===== config.mk =====
export PLATFORM = sky130hd
export DESIGN_NAME = wb_rr_arbiter
export DESIGN_NICKNAME = d
export VERILOG_FILES = /design/src/rtl/wb_rr_arbiter.sv
export SDC_FILE = /design/constraint.sdc
export NUM_CORES = 1
export LEC_CHECK = 0
export BUFFER_PORTS_ARGS = -buffer_cell sky130_fd_sc_hd__buf_2
export CAP_MARGIN = 40
export CORE_AREA = 2 2 113 115
export DETAILED_ROUTE_END_ITERATION = 6
export DIE_AREA = 0 0 115 117
export GPL_TIMING_DRIVEN = 0
export PLACE_DENSITY = 0.6
export SLEW_MARGIN = 20
export SYNTH_ARGS = -nofsm -noshare
export SYNTH_HDL_FRONTEND = slang
export SYNTH_SLANG_ARGS = --single-unit

===== constraint.sdc =====
create_clock -name wb_clk -period 2.7 [get_ports wb_clk]
set_clock_uncertainty 0.05 [all_clocks]
set_input_delay 0.135 -clock wb_clk [delete_from_list [all_inputs] [get_ports wb_clk]]
set_output_delay 0.135 -clock wb_clk [all_outputs]
set_load 0.05 [all_outputs]

===== src/rtl/wb_rr_arbiter.sv =====
// Round-robin arbiter for NUM_MASTERS Wishbone classic masters sharing one slave.
// The grant is held for the owner's whole cyc. A bus-cycle watchdog force-acks a
// stalled access with a poison read value so a dead address cannot hang a master.
// The timeout pulse is registered, so it appears the cycle after the forced ack.
module wb_rr_arbiter #(
    parameter int          NUM_MASTERS = 2,
    parameter int          WDT_LIMIT   = 63,
    parameter int          WDT_BITS    = 7,
    parameter logic [31:0] POISON      = 32'hdeaddead
) (
    input  logic                     wb_clk,
    input  logic                     wb_rst_n,
    input  logic [NUM_MASTERS-1:0]   m_cyc,
    input  logic [NUM_MASTERS-1:0]   m_stb,
    input  logic [NUM_MASTERS-1:0]   m_we,
    input  logic [4*NUM_MASTERS-1:0] m_sel,
    input  logic [32*NUM_MASTERS-1:0] m_adr,
    input  logic [32*NUM_MASTERS-1:0] m_dat,
    output logic [NUM_MASTERS-1:0]   m_ack,
    output logic [31:0]              m_rdt,
    output logic                     s_cyc,
    output logic                     s_stb,
    output logic                     s_we,
    output logic [3:0]               s_sel,
    output logic [31:0]              s_adr,
    output logic [31:0]              s_dat,
    input  logic                     s_ack,
    input  logic [31:0]              s_rdt,
    output logic [NUM_MASTERS-1:0]   grant,
    output logic                     timeout,
    output logic [7:0]               err_cnt
);

    localparam int                  IDX_W   = (NUM_MASTERS > 1) ? $clog2(NUM_MASTERS) : 1;
    localparam logic [WDT_BITS-1:0] WDT_LIM = WDT_BITS'(WDT_LIMIT);
    localparam logic                WDT_EN  = (WDT_LIMIT != 0);

    logic [NUM_MASTERS-1:0] grant_q, grant_d;
    logic [IDX_W-1:0]       last_q, last_d;
    logic [WDT_BITS-1:0]    wdt_q, wdt_d;
    logic                   timeout_q;
    logic [7:0]             err_cnt_q, err_cnt_d;

    logic [IDX_W-1:0]       g_idx_s;
    logic                   grant_valid_s;
    logic [IDX_W-1:0]       pick_idx_s;
    logic                   pick_found_s;
    logic                   wdt_active_s;
    logic                   wdt_fire_s;

    // Encode the one-hot registered grant into an index for the muxes.
    always_comb begin
        g_idx_s = '0;
        for (int i = 0; i < NUM_MASTERS; i++) begin
            if (grant_q[i]) begin
                g_idx_s = IDX_W'(i);
            end else begin
                g_idx_s = g_idx_s;
            end
        end
        grant_valid_s = |grant_q;
    end

    // Round-robin search for the first requester after the last owner.
    always_comb begin
        pick_found_s = 1'b0;
        pick_idx_s   = '0;
        for (int k = 1; k <= NUM_MASTERS; k++) begin
            if (!pick_found_s && m_cyc[(int'(last_q) + k) % NUM_MASTERS]) begin
                pick_found_s = 1'b1;
                pick_idx_s   = IDX_W'((int'(last_q) + k) % NUM_MASTERS);
            end else begin
                pick_found_s = pick_found_s;
            end
        end
    end

    // Hold the grant while the owner keeps cyc, otherwise hand it to the next requester.
    always_comb begin
        grant_d = grant_q;
        last_d  = last_q;
        if (grant_valid_s && m_cyc[g_idx_s]) begin
            grant_d = grant_q;
        end else if (pick_found_s) begin
            grant_d             = '0;
            grant_d[pick_idx_s] = 1'b1;
            last_d              = pick_idx_s;
        end else begin
            grant_d = '0;
        end
    end

    // Route the owner's controls to the slave; everything is zero when idle.
    always_comb begin
        s_cyc = 1'b0;
        s_stb = 1'b0;
        s_we  = 1'b0;
        s_sel = 4'h0;
        s_adr = 32'h0000_0000;
        s_dat = 32'h0000_0000;
        if (grant_valid_s) begin
            s_cyc = m_cyc[g_idx_s];
            s_stb = m_stb[g_idx_s];
            s_we  = m_we[g_idx_s];
            s_sel = m_sel[4*int'(g_idx_s) +: 4];
            s_adr = m_adr[32*int'(g_idx_s) +: 32];
            s_dat = m_dat[32*int'(g_idx_s) +: 32];
        end else begin
            s_cyc = 1'b0;
        end
    end

    // Watchdog fire condition; a real ack in the same cycle always wins.
    always_comb begin
        wdt_active_s = s_cyc & s_stb & ~s_ack;
        wdt_fire_s   = WDT_EN & wdt_active_s & (wdt_q == WDT_LIM);
    end

    // Return ack and read data to the owner only; the watchdog substitutes poison.
    always_comb begin
        m_ack          = '0;
        m_ack[g_idx_s] = (s_ack | wdt_fire_s) & grant_valid_s;
        if (wdt_fire_s) begin
            m_rdt = POISON;
        end else begin
            m_rdt = s_rdt;
        end
    end

    // Watchdog count restarts on ack, idle strobe, fire or ownership change.
    always_comb begin
        if (grant_d != grant_q) begin
            wdt_d = '0;
        end else if (wdt_fire_s) begin
            wdt_d = '0;
        end else if (wdt_active_s) begin
            wdt_d = wdt_q + {{(WDT_BITS-1){1'b0}}, 1'b1};
        end else begin
            wdt_d = '0;
        end
    end

    // Saturating timeout counter.
    always_comb begin
        if (wdt_fire_s && (err_cnt_q != 8'hff)) begin
            err_cnt_d = err_cnt_q + 8'd1;
        end else begin
            err_cnt_d = err_cnt_q;
        end
    end

    // State registers; reset parks last on the top index so master 0 wins first.
    always_ff @(posedge wb_clk or negedge wb_rst_n) begin
        if (!wb_rst_n) begin
            grant_q   <= '0;
            last_q    <= IDX_W'(NUM_MASTERS - 1);
            wdt_q     <= '0;
            timeout_q <= 1'b0;
            err_cnt_q <= 8'h00;
        end else begin
            grant_q   <= grant_d;
            last_q    <= last_d;
            wdt_q     <= wdt_d;
            timeout_q <= wdt_fire_s;
            err_cnt_q <= err_cnt_d;
        end
    end

    assign grant   = grant_q;
    assign timeout = timeout_q;
    assign err_cnt = err_cnt_q;

endmodule


==> key figures, run 1 <==
GRT
  – Largest net degree at the start of global routing: 20
  – Total GRT Usage: 13.2%
  – Total global routing overflow: 0
  – First-pass GRT wire length: roughly 14000 µm
  – Initial antenna violation count: 0
  – Vias in the first global route: around 2500

Power and ir drop
  – Switching fraction of total power: between 50% and 60%
  – Pwr Density: 505 nW/µm²
  – Cell Int Power: 833 µW
  – Switch Pwr: roughly 1000 µW
  – P_leak: 0.00210 µW
  – Clock power share: 16.9%
  – Sequential share of power: 16.9%
  – Logic pwr share: approximately 66%
  – Peak VDD IR: 0.000294 V

Detailed routing
  – Routed metal-1 wire length: about 4500 µm
  – Starting DRT DRC Count: 93
  – Post-route DRC: 0
  – DRT Pass-1 Iters: 4
  – Routed WL: 10300 µm
  – Detail Route Antenna Nets: 0
  – Max layer used: met4
  – Via-per-instance ratio: 4.37
  – Met3 routed WL: 763 µm
  – WL per Instance: 15.7 µm
  – Metal2 WL: 5050 µm
  – Via count: 2868

Layout
  – Design area: 3620 µm²
  – Net count, final: 687
  – Number of fill cells: around 1300
  – Ant diodes: 0
  – P&R area growth vs syn: 92.3%
  – Layout cell share with drive strength beyond 1: 61.7%

Clock network
  – CTS tree: done
  – Num CTS Buffers: 3
  – Max clock buf depth: 2
  – Clock Latency Late Sink: 250 ps
  – Post_cts resized: 0
  – Post-CTS Setup Bufs: 0
  – CTS clock-pin slew for the worst setup and hold paths: 60 ps
  – Root Driver: clkbuf_16
  – Sink Count: 19
  – H-tree depth: 1

Worst setup path
  – CP required: 2520 ps
  – Setup CP Type: register to primary output
  – CP Capture Point: s_adr[19]
  – RR Startpoint: wdt_q[0]$_DFF_PN0_
  – R2R Setup Slk: 900 ps
  – Worst EP arrival: about 2200 ps
  – Worst setup path start: grant[0]$_DFF_PN0_
  – Worst setup SP type: register
  – CP max FO: 10
  – FF-to-FF path depth: 6
  – Type of element capturing the critical path: primary output
  – Reg2Reg Capture Point: err_cnt[6]$_DFFE_PN0P_

STA
  – TNS Setup: 0 ps
  – RSZ-0062 raised after global routing: no
  – Final hold vios: 0
  – Final setup fails: 0
  – Tmin final: about 2400 ps
  – Slew margin rel.: 64.3%
  – Final cycle utilization of the critical path: 88.5%
  – Measured slew at the worst slew-check pin: 535 ps
  – Fmax: approximately 0.42 GHz
  – Max-slew violations: 0

Logic synthesis
  – Sequential fraction of the synthesis area: 25.3%
  – Syn nets: 389
  – Primary FF master, synth: dfrtp_1
  – Cell variety after synth: 38
  – Synth Instances: 210
  – Netlist Area Pre-Place: 1880 µm²
  – Post-synth EDFFs: 0
  – Synth warn: 0
  – Seq cells post-synth: 19
  – Asr flop ratio synth: between 90% and 100%
  – Synthesized area per cell: 8.97 µm²

Floorplanning
  – Die height: 117 µm
  – Die ar.: 13500 µm²
  – Ports: 293
  – Initial core utilization: between 10% and 20%
  – Row count: 41
  – Core Area: 12300 µm²
  – Die width: 115 µm

Run status
  – Status: completed

Flow run
  – Max Cap Violations: 0

Placed design
  – DP HPWL: 8940 µm
  – DP Area: approximately 3500 µm²
  – PortBufs: 292
  – Gp weighted congestion: 0.897

Hold path
  – Min-Delay Path Class: input port to register
==> power groups by stage <==
stage / logic [µW] / clock network (µW) / registers (µW)
floorplan: 845 / 0 / 318
finish: 1210 / 309 / 310
global placement: 1210 / 0 / 316
CTS: 1220 / 323 / 311
detailed placement: 1220 / 0 / 316
global route: 1280 / 333 / 312
==> through the flow <==
step,utilization [%],power (µW),std cells,hold WS (ps),setup slack [ps]
after detailed placement,28.7,1530,652,71.3,421
after global placement,28.7,1520,652,56.5,432
after global routing,29.4,1920,657,76.5,51.7
after CTS,29.4,1850,657,51.0,134
final,29.4,1830,657,58.9,309
after floorplan,-,1160,210,-211,513
==> per-layer routing <==
metal | global-route usage, % | up-vias
li1 | - | 1400
met1 | 17.4 | 1333
met2 | 22.8 | 133
met3 | 3.76 | 2
met4 | 0.321 | 0
met5 | 0 | -
==> cells by family after synthesis <==
kind of cell	count (synthesis)	synth area share, %
compound gates	88	40.2
simple gates	66	22.4
buf+inv	25	5.91
flops	19	25.3
xor+xnor	9	4.18
fa+ha+maj	2	1.33
mux	1	0.598
==> worst min-delay path by stage <==
stage                  start                endpoint  slack, ps  cells past startpoint
CTS                 m_cyc[0]      last_q$_DFFE_PN1P_         50                      2
finish              m_cyc[0]      last_q$_DFFE_PN1P_         60                      2
detailed placement  wb_rst_n       timeout$_DFF_PN0_         70                      1
floorplan           wb_rst_n  err_cnt[0]$_DFFE_PN0P_       -210                      0
global route        m_cyc[0]      last_q$_DFFE_PN1P_         80                      2
global placement    wb_rst_n       timeout$_DFF_PN0_         60                      1
==> synth_stat cells (all sizes together) (3+ instances only) <==
cell / number / area, µm²
dfrtp: 18 / 450
o21ai: 3 / 15.0
buf: 8 / 47.5
a31oi: 5 / 31.3
nand3: 8 / 55.1
nand2b: 24 / 150
nor2: 7 / 28.8
nand2: 7 / 28.8
inv: 5 / 18.8
and2: 12 / 75.1
clkbuf: 12 / 45.0
xnor2: 7 / 61.3
a22o: 68 / 596
a21oi: 4 / 31.3
==> sequential cells by signal, indices dropped and copies added, names as in the netlist <==
name,count
grant,2
wdt_q,7
timeout,1
last_q,1
err_cnt,8
==> worst max-delay path, cell delays in order (launching register included) <==
cell and delay (ps):
dfrtp_1 540, inv_1 110, nor2_2 300, buf_2 290
buf_2 270, a22o_1 180, buf_2 260
==> what timing repair did <==
item / in CTS / in global routing
endpoints found under the setup margin: 0 / 0
endpoints found under the hold margin: 18 / 0
hold buffers: 1 / 0
==> layout make-up <==
type	instances	area [µm²]	area share [%]
Buffer	20	92.6	2.56
Multi-Input combinational cell	166	1300	35.8
Timing Repair Buffer	293	1470	40.6
Clock inverter	1	5.00	0.138
Inverter	5	18.8	0.518
Clock buffer	3	75.1	2.07
Sequential cell	19	477	13.2
Tap cell	150	188	5.18
==> cells in the final DEF, fill, tap and decap left out, types with 5 or more instances in the layout <==
master and instances:
clkbuf_1 12, buf_2 297, nand3_1 5, a31oi_1 5
xnor2_1 7, nor2_1 6, dfrtp_1 18, nand2b_1 24
and2_1 12, a22o_1 68, inv_1 5, nand2_1 6
Power figures use the tool's default switching activity.
==> inputs of run 2 (changes only) <==
--- a/config.mk
+++ b/config.mk
@@ -13,2 +13,3 @@
 export GPL_TIMING_DRIVEN = 0
+export MAX_ROUTING_LAYER = met4
 export PLACE_DENSITY = 0.6
==> constraint.sdc (replaced) <==
create_clock -name wb_clk -period 2.7 [get_ports wb_clk]
set_clock_uncertainty 0.05 [all_clocks]
set_input_delay 0.27 -clock wb_clk [delete_from_list [all_inputs] [get_ports wb_clk]]
set_output_delay 0.27 -clock wb_clk [all_outputs]
set_load 0.05 [all_outputs]
==> run 2 against run 1 <==
- largest cell class unchanged
- power up 0.16%
- utilization up 0.051 points
- register-to-register slack better by 20 ps
- critical path type unchanged
- critical endpoint unchanged
==> key figures, run 2 (synthesis results as in run 1) <==
Run status
  – Status: completed

GRT
  – Vias in the first global route: between 2000 and 3000
  – Largest net degree at the start of global routing: 20
  – First-pass GRT wire length: 13700 µm
  – Top Usage Layer GRT: met2
  – Total global routing overflow: 0
  – Met1 usage: 17.5%
  – Met2 GRT Util: 23.0%
  – Met3 usage: under 10%
  – Total GRT Usage: 13.6%
  – Initial antenna violation count: 0

Floorplanning
  – Core Area: 12300 µm²
  – Ports: between 200 and 300
  – Die width: ~120 µm
  – Die height: between 100 and 150 µm
  – Initial core utilization: 15.3%
  – Row count: 41
  – Die ar.: 13500 µm²

Flow run
  – Max Cap Violations: 0

Layout
  – Most common cell after layout, fill and taps aside: buf_2
  – Number of fill cells: 1313
  – Ant diodes: 0
  – Register area: about 480 µm²
  – Util after Layout: 29.5%
  – Largest register FFs: 8
  – Net count, final: between 600 and 700
  – Layout cell share with drive strength beyond 1: 61.9%
  – Area taken by multi-input logic gates: 1300 µm²
  – P&R area growth vs syn: 92.6%
  – Commonest non-fill, non-tap cells in the layout: buf_2, a22o_1, nand2b_1

STA
  – TNS Setup: 0 ps
  – Final setup margin: 223 ps
  – Max-slew violations: 0
  – Hold Slack: between 150 and 200 ps
  – Tmin final: 2480 ps
  – Final setup fails: 0
  – Measured slew at the worst slew-check pin: 533 ps
  – Slew margin rel.: about 64%
  – RSZ-0062 raised after global routing: no
  – Final cycle utilization of the critical path: 91.7%
  – Final hold vios: 0
  – Fmax: 0.404 GHz

Placed design
  – PortBufs: 292
  – Worst slack, placed: 286 ps
  – DP HPWL: 8940 µm
  – Gp weighted congestion: a little over 0.9

Detailed routing
  – Starting DRT DRC Count: 100
  – DRT Pass-1 Iters: 4
  – Post-route DRC: 0
  – Via-per-instance ratio: 4.37
  – Routed WL: 10300 µm
  – Via count: about 2900
  – Detail Route Antenna Nets: 0
  – WL per Instance: 15.7 µm

Worst setup path
  – Setup CP Type: register to primary output
  – Crit-path cells: inv_1 > nor2_4 > buf_2 > buf_2 > a22o_1 > buf_2
  – Worst EP arrival: 2160 ps
  – Crit. path cell count: 6
  – FF-to-FF path depth: 6
  – Buffer and inverter count on the worst path: 4
  – Worst path most repeated cell: buf_2
  – CP max FO: 10
  – Worst setup SP type: register
  – Type of element capturing the critical path: primary output
  – CP top delay family: buffers and inverters
  – CP required: ~2400 ps
  – Max stage delay on crit path: 570 ps
  – CP max stage cell: dfrtp_1

Hold path
  – Hold path depth: 2
  – Min-Delay Path Class: input port to register

Power and ir drop
  – Final total power: 1830 µW
  – P_leak: approximately 0.0021 µW
  – Pwr Density: 505 nW/µm²
  – Peak VDD IR: 0.000294 V

Clock network
  – Clock Latency Late Sink: 250 ps
  – Root Driver: clkbuf_16
  – Sink Count: 19
  – CTS clock-pin slew for the worst setup and hold paths: 60 ps
  – CTS tree: done
  – H-tree depth: 1
  – Num CTS Buffers: 3
  – Max clock buf depth: 2
  – Post-CTS Setup Bufs: 0
-- run 2: cell types whose count changed in the layout (fill, tap and decap cells not counted) --
cell,change
nor2_4,+1
clkbuf_2,+1
nor2_2,-1
clkbuf_1,-1
-- run 2: final cells by class --
type | count | area share [%]
clock inverters | 1 | 0.138
multi-input cells | 166 | 35.8
well taps | 150 | 5.17
repair buffers | 293 | 40.5
clock buffers | 3 | 2.07
flip-flops and latches | 19 | 13.1
plain buffers | 20 | 2.59
inverters | 5 | 0.517
-- run 2: per-layer routing --
metal | up-vias | routed length [µm] | part of all wire [%]
met1 | 1355 | 4480 | 43
met4 | 0 | 0 | 0
li1 | 1399 | - | -
met3 | 0 | 754 | 7.3
met5 | - | 0 | 0
met2 | 118 | 5090 | 49
-- run 2: report_power, final --
group | internal, µW | switching, µW
sequential | 298 | 12.9
combinational | 338 | 876
clock | 199 | 111
total | 834 | 1000
-- run 2: path summary, 6_finish.rpt --
| kind | start | endpoint | slack [ps] |
|---|---|---|---|
| max | grant[0]$_DFF_PN0_ | s_adr[19] | 220 |
| min | m_cyc[0] | last_q$_DFFE_PN1P_ | 200 |
| max reg2reg | wdt_q[0]$_DFF_PN0_ | err_cnt[6]$_DFFE_PN0P_ | 920 |
| min reg2reg | wdt_q[0]$_DFF_PN0_ | wdt_q[0]$_DFF_PN0_ | 410 |
| max in group asynchronous | wb_rst_n | last_q$_DFFE_PN1P_ | 1800 |
| min in group asynchronous | wb_rst_n | timeout$_DFF_PN0_ | 450 |
-- run 2: timing repair --
action / 4_1_cts / 5_1_grt
hold buffers: 1 / 0
setup endpoints to repair: 1 / 11
gates resized for setup: 1 / 1
endpoints found under the hold margin: 18 / 0
-- run 2: through the flow --
stage,instance area (µm²),instances
after floorplan,1880,210
after global placement,3530,652
after detailed placement,3530,652
after CTS,3620,657
after global routing,3630,657
final,3630,657
==> inputs of run 3 (changes only) <==
--- a/config.mk
+++ b/config.mk
@@ -13,2 +13,3 @@
 export GPL_TIMING_DRIVEN = 0
+export HOLD_SLACK_MARGIN = 0.02
 export MAX_ROUTING_LAYER = met4
==> constraint.sdc (replaced) <==
create_clock -name wb_clk -period 2.7 [get_ports wb_clk]
set_clock_uncertainty 0.05 [all_clocks]
set_input_delay 0.135 -clock wb_clk [delete_from_list [all_inputs] [get_ports wb_clk]]
set_output_delay 0.135 -clock wb_clk [all_outputs]
set_load 0.05 [all_outputs]
==> run 3 against run 2 <==
- cell area fell by 0.17%
- maximum frequency rose by 3.4%
- sequential power barely moved
- worst setup slack improved by 82 ps
- power fell by 0.19%
- largest power group unchanged
- worst hold slack got worse by 140 ps
- utilization fell by 0.051 points
- routed wire length fell by 0.18%
==> key figures, run 3 (synthesis results as in run 1) <==
Run status
  – Status: completed

STA
  – Final setup fails: 0
  – Measured slew at the worst slew-check pin: 536 ps
  – Max-slew violations: 0
  – TNS Setup: 0 ps
  – Final cycle utilization of the critical path: 88.7%
  – RSZ-0062 raised after global routing: no
  – Hold Slack: 58.9 ps
  – Final hold vios: 0
  – Final setup margin: a little over 300 ps
  – Fmax: 0.417 GHz
  – Slew margin rel.: between 60% and 70%
  – Tmin final: roughly 2400 ps

GRT
  – Total GRT Usage: around 14%
  – Initial antenna violation count: 0
  – Total global routing overflow: 0
  – Vias in the first global route: around 2500
  – First-pass GRT wire length: 13700 µm
  – Largest net degree at the start of global routing: 20

Layout
  – Net count, final: 687
  – Util after Layout: 29.4%
  – Largest register FFs: 8
  – Design area: 3620 µm²
  – Area taken by multi-input logic gates: 1300 µm²
  – Most common cell after layout, fill and taps aside: buf_2
  – Number of fill cells: 1314
  – Commonest non-fill, non-tap cells in the layout: buf_2, a22o_1, nand2b_1
  – P&R area growth vs syn: 92.3%
  – Layout cell share with drive strength beyond 1: 61.7%
  – Register area: 477 µm²
  – Ant diodes: 0

Detailed routing
  – WL per Instance: 15.7 µm
  – DRT Pass-1 Iters: 4
  – Via count: 2871
  – Starting DRT DRC Count: 105
  – Post-route DRC: 0
  – Via-per-instance ratio: 4.37
  – Detail Route Antenna Nets: 0
  – Routed WL: 10300 µm

Clock network
  – H-tree depth: 1
  – Root Driver: clkbuf_16
  – CTS clock-pin slew for the worst setup and hold paths: ~60 ps
  – Num CTS Buffers: 3
  – Clock Latency Late Sink: roughly 250 ps
  – Sink Count: 19
  – CTS tree: done
  – Max clock buf depth: 2

Worst setup path
  – CP max FO: 10
  – FF-to-FF path depth: 6
  – Setup CP Type: register to primary output
  – R2R Setup Slk: 920 ps
  – Reg2Reg Capture Point: err_cnt[6]$_DFFE_PN0P_
  – CP required: between 2000 and 3000 ps
  – Type of element capturing the critical path: primary output
  – RR Startpoint: wdt_q[0]$_DFF_PN0_
  – Worst setup SP type: register
  – Worst EP arrival: between 2000 and 2500 ps

Floorplanning
  – Die height: 117 µm
  – Die width: approximately 120 µm
  – Ports: approximately 290
  – Initial core utilization: ~15%
  – Core Area: approximately 12000 µm²
  – Die ar.: 13500 µm²
  – Row count: 41

Placed design
  – DP HPWL: 8940 µm
  – PortBufs: between 200 and 300
  – Gp weighted congestion: 0.912
  – Worst slack, placed: 421 ps
  – DP Area: ~3500 µm²

Hold path
  – WHS Endpoint: last_q$_DFFE_PN1P_
  – Min-Delay Path Class: input port to register
  – Hold path depth: 2
  – Critical hold path startpoint: m_cyc[0]

Power and ir drop
  – Pwr Density: 505 nW/µm²
  – Peak VDD IR: 0.000294 V
  – P_leak: approximately 0.0021 µW

Flow run
  – Max Cap Violations: 0
run 3: cell counts in the layout (fill, tap and decap cells not counted):
Identical to the previous run, type by type.
run 3: repair_timing:
| item | CTS | global route |
|---|---|---|
| setup buffers | 0 | 0 |
| gates resized for setup | 0 | 0 |
| hold endpoints to repair | 18 | 0 |
| hold buffers | 1 | 0 |
run 3: worst max-delay path by stage:
stage | start | end | slack (ps) | depth (start not counted)
floorplan | grant[1]$_DFF_PN0_ | s_sel[2] | 510 | 4
global placement | grant[0]$_DFF_PN0_ | s_adr[30] | 430 | 5
detailed placement | grant[0]$_DFF_PN0_ | s_adr[30] | 420 | 5
CTS | grant[0]$_DFF_PN0_ | s_adr[30] | 130 | 5
global route | grant[0]$_DFF_PN0_ | s_adr[30] | 50 | 5
finish | grant[0]$_DFF_PN0_ | s_adr[19] | 300 | 6
run 3: area by class of cell:
| type | instances | area share (%) |
|---|---|---|
| clock buffer | 3 | 2.07 |
| tap | 150 | 5.18 |
| buffer | 20 | 2.56 |
| timing repair buffer | 293 | 40.6 |
| clock inverter | 1 | 0.138 |
| sequential | 19 | 13.2 |
| inverter | 5 | 0.518 |
| multi-input combinational | 166 | 35.8 |
run 3: metrics by stage:
| stage | total power [µW] | instances |
|---|---|---|
| 4_1_cts | 1850 | 657 |
| 2_1_floorplan | 1160 | 210 |
| 3_3_place_gp | 1520 | 652 |
| 5_1_grt | 1920 | 657 |
| 3_5_place_dp | 1530 | 652 |
| 6_report | 1830 | 657 |
run 3: report_power, final:
part	switching, µW	internal, µW
logic	875	337
clock network	111	199
registers	12.2	298
total	997	833
run 3: layer usage:
metal  share of wire (%)  up-vias  wire length, µm  global-route usage, %
li1                    -     1400                -                      -
met1                  43     1342             4470                   17.5
met2                  49      129             5070                   23.0
met3                 7.3        0              756                   3.60
met4                   0        0                0                 0.0803
met5                   0        -                0                      -
run 3: worst max-delay path: stages, from the launching register on:
cell and delay, ps:
dfrtp_1 540, inv_1 110, nor2_2 300, buf_2 290
buf_2 270, a22o_1 180, buf_2 260
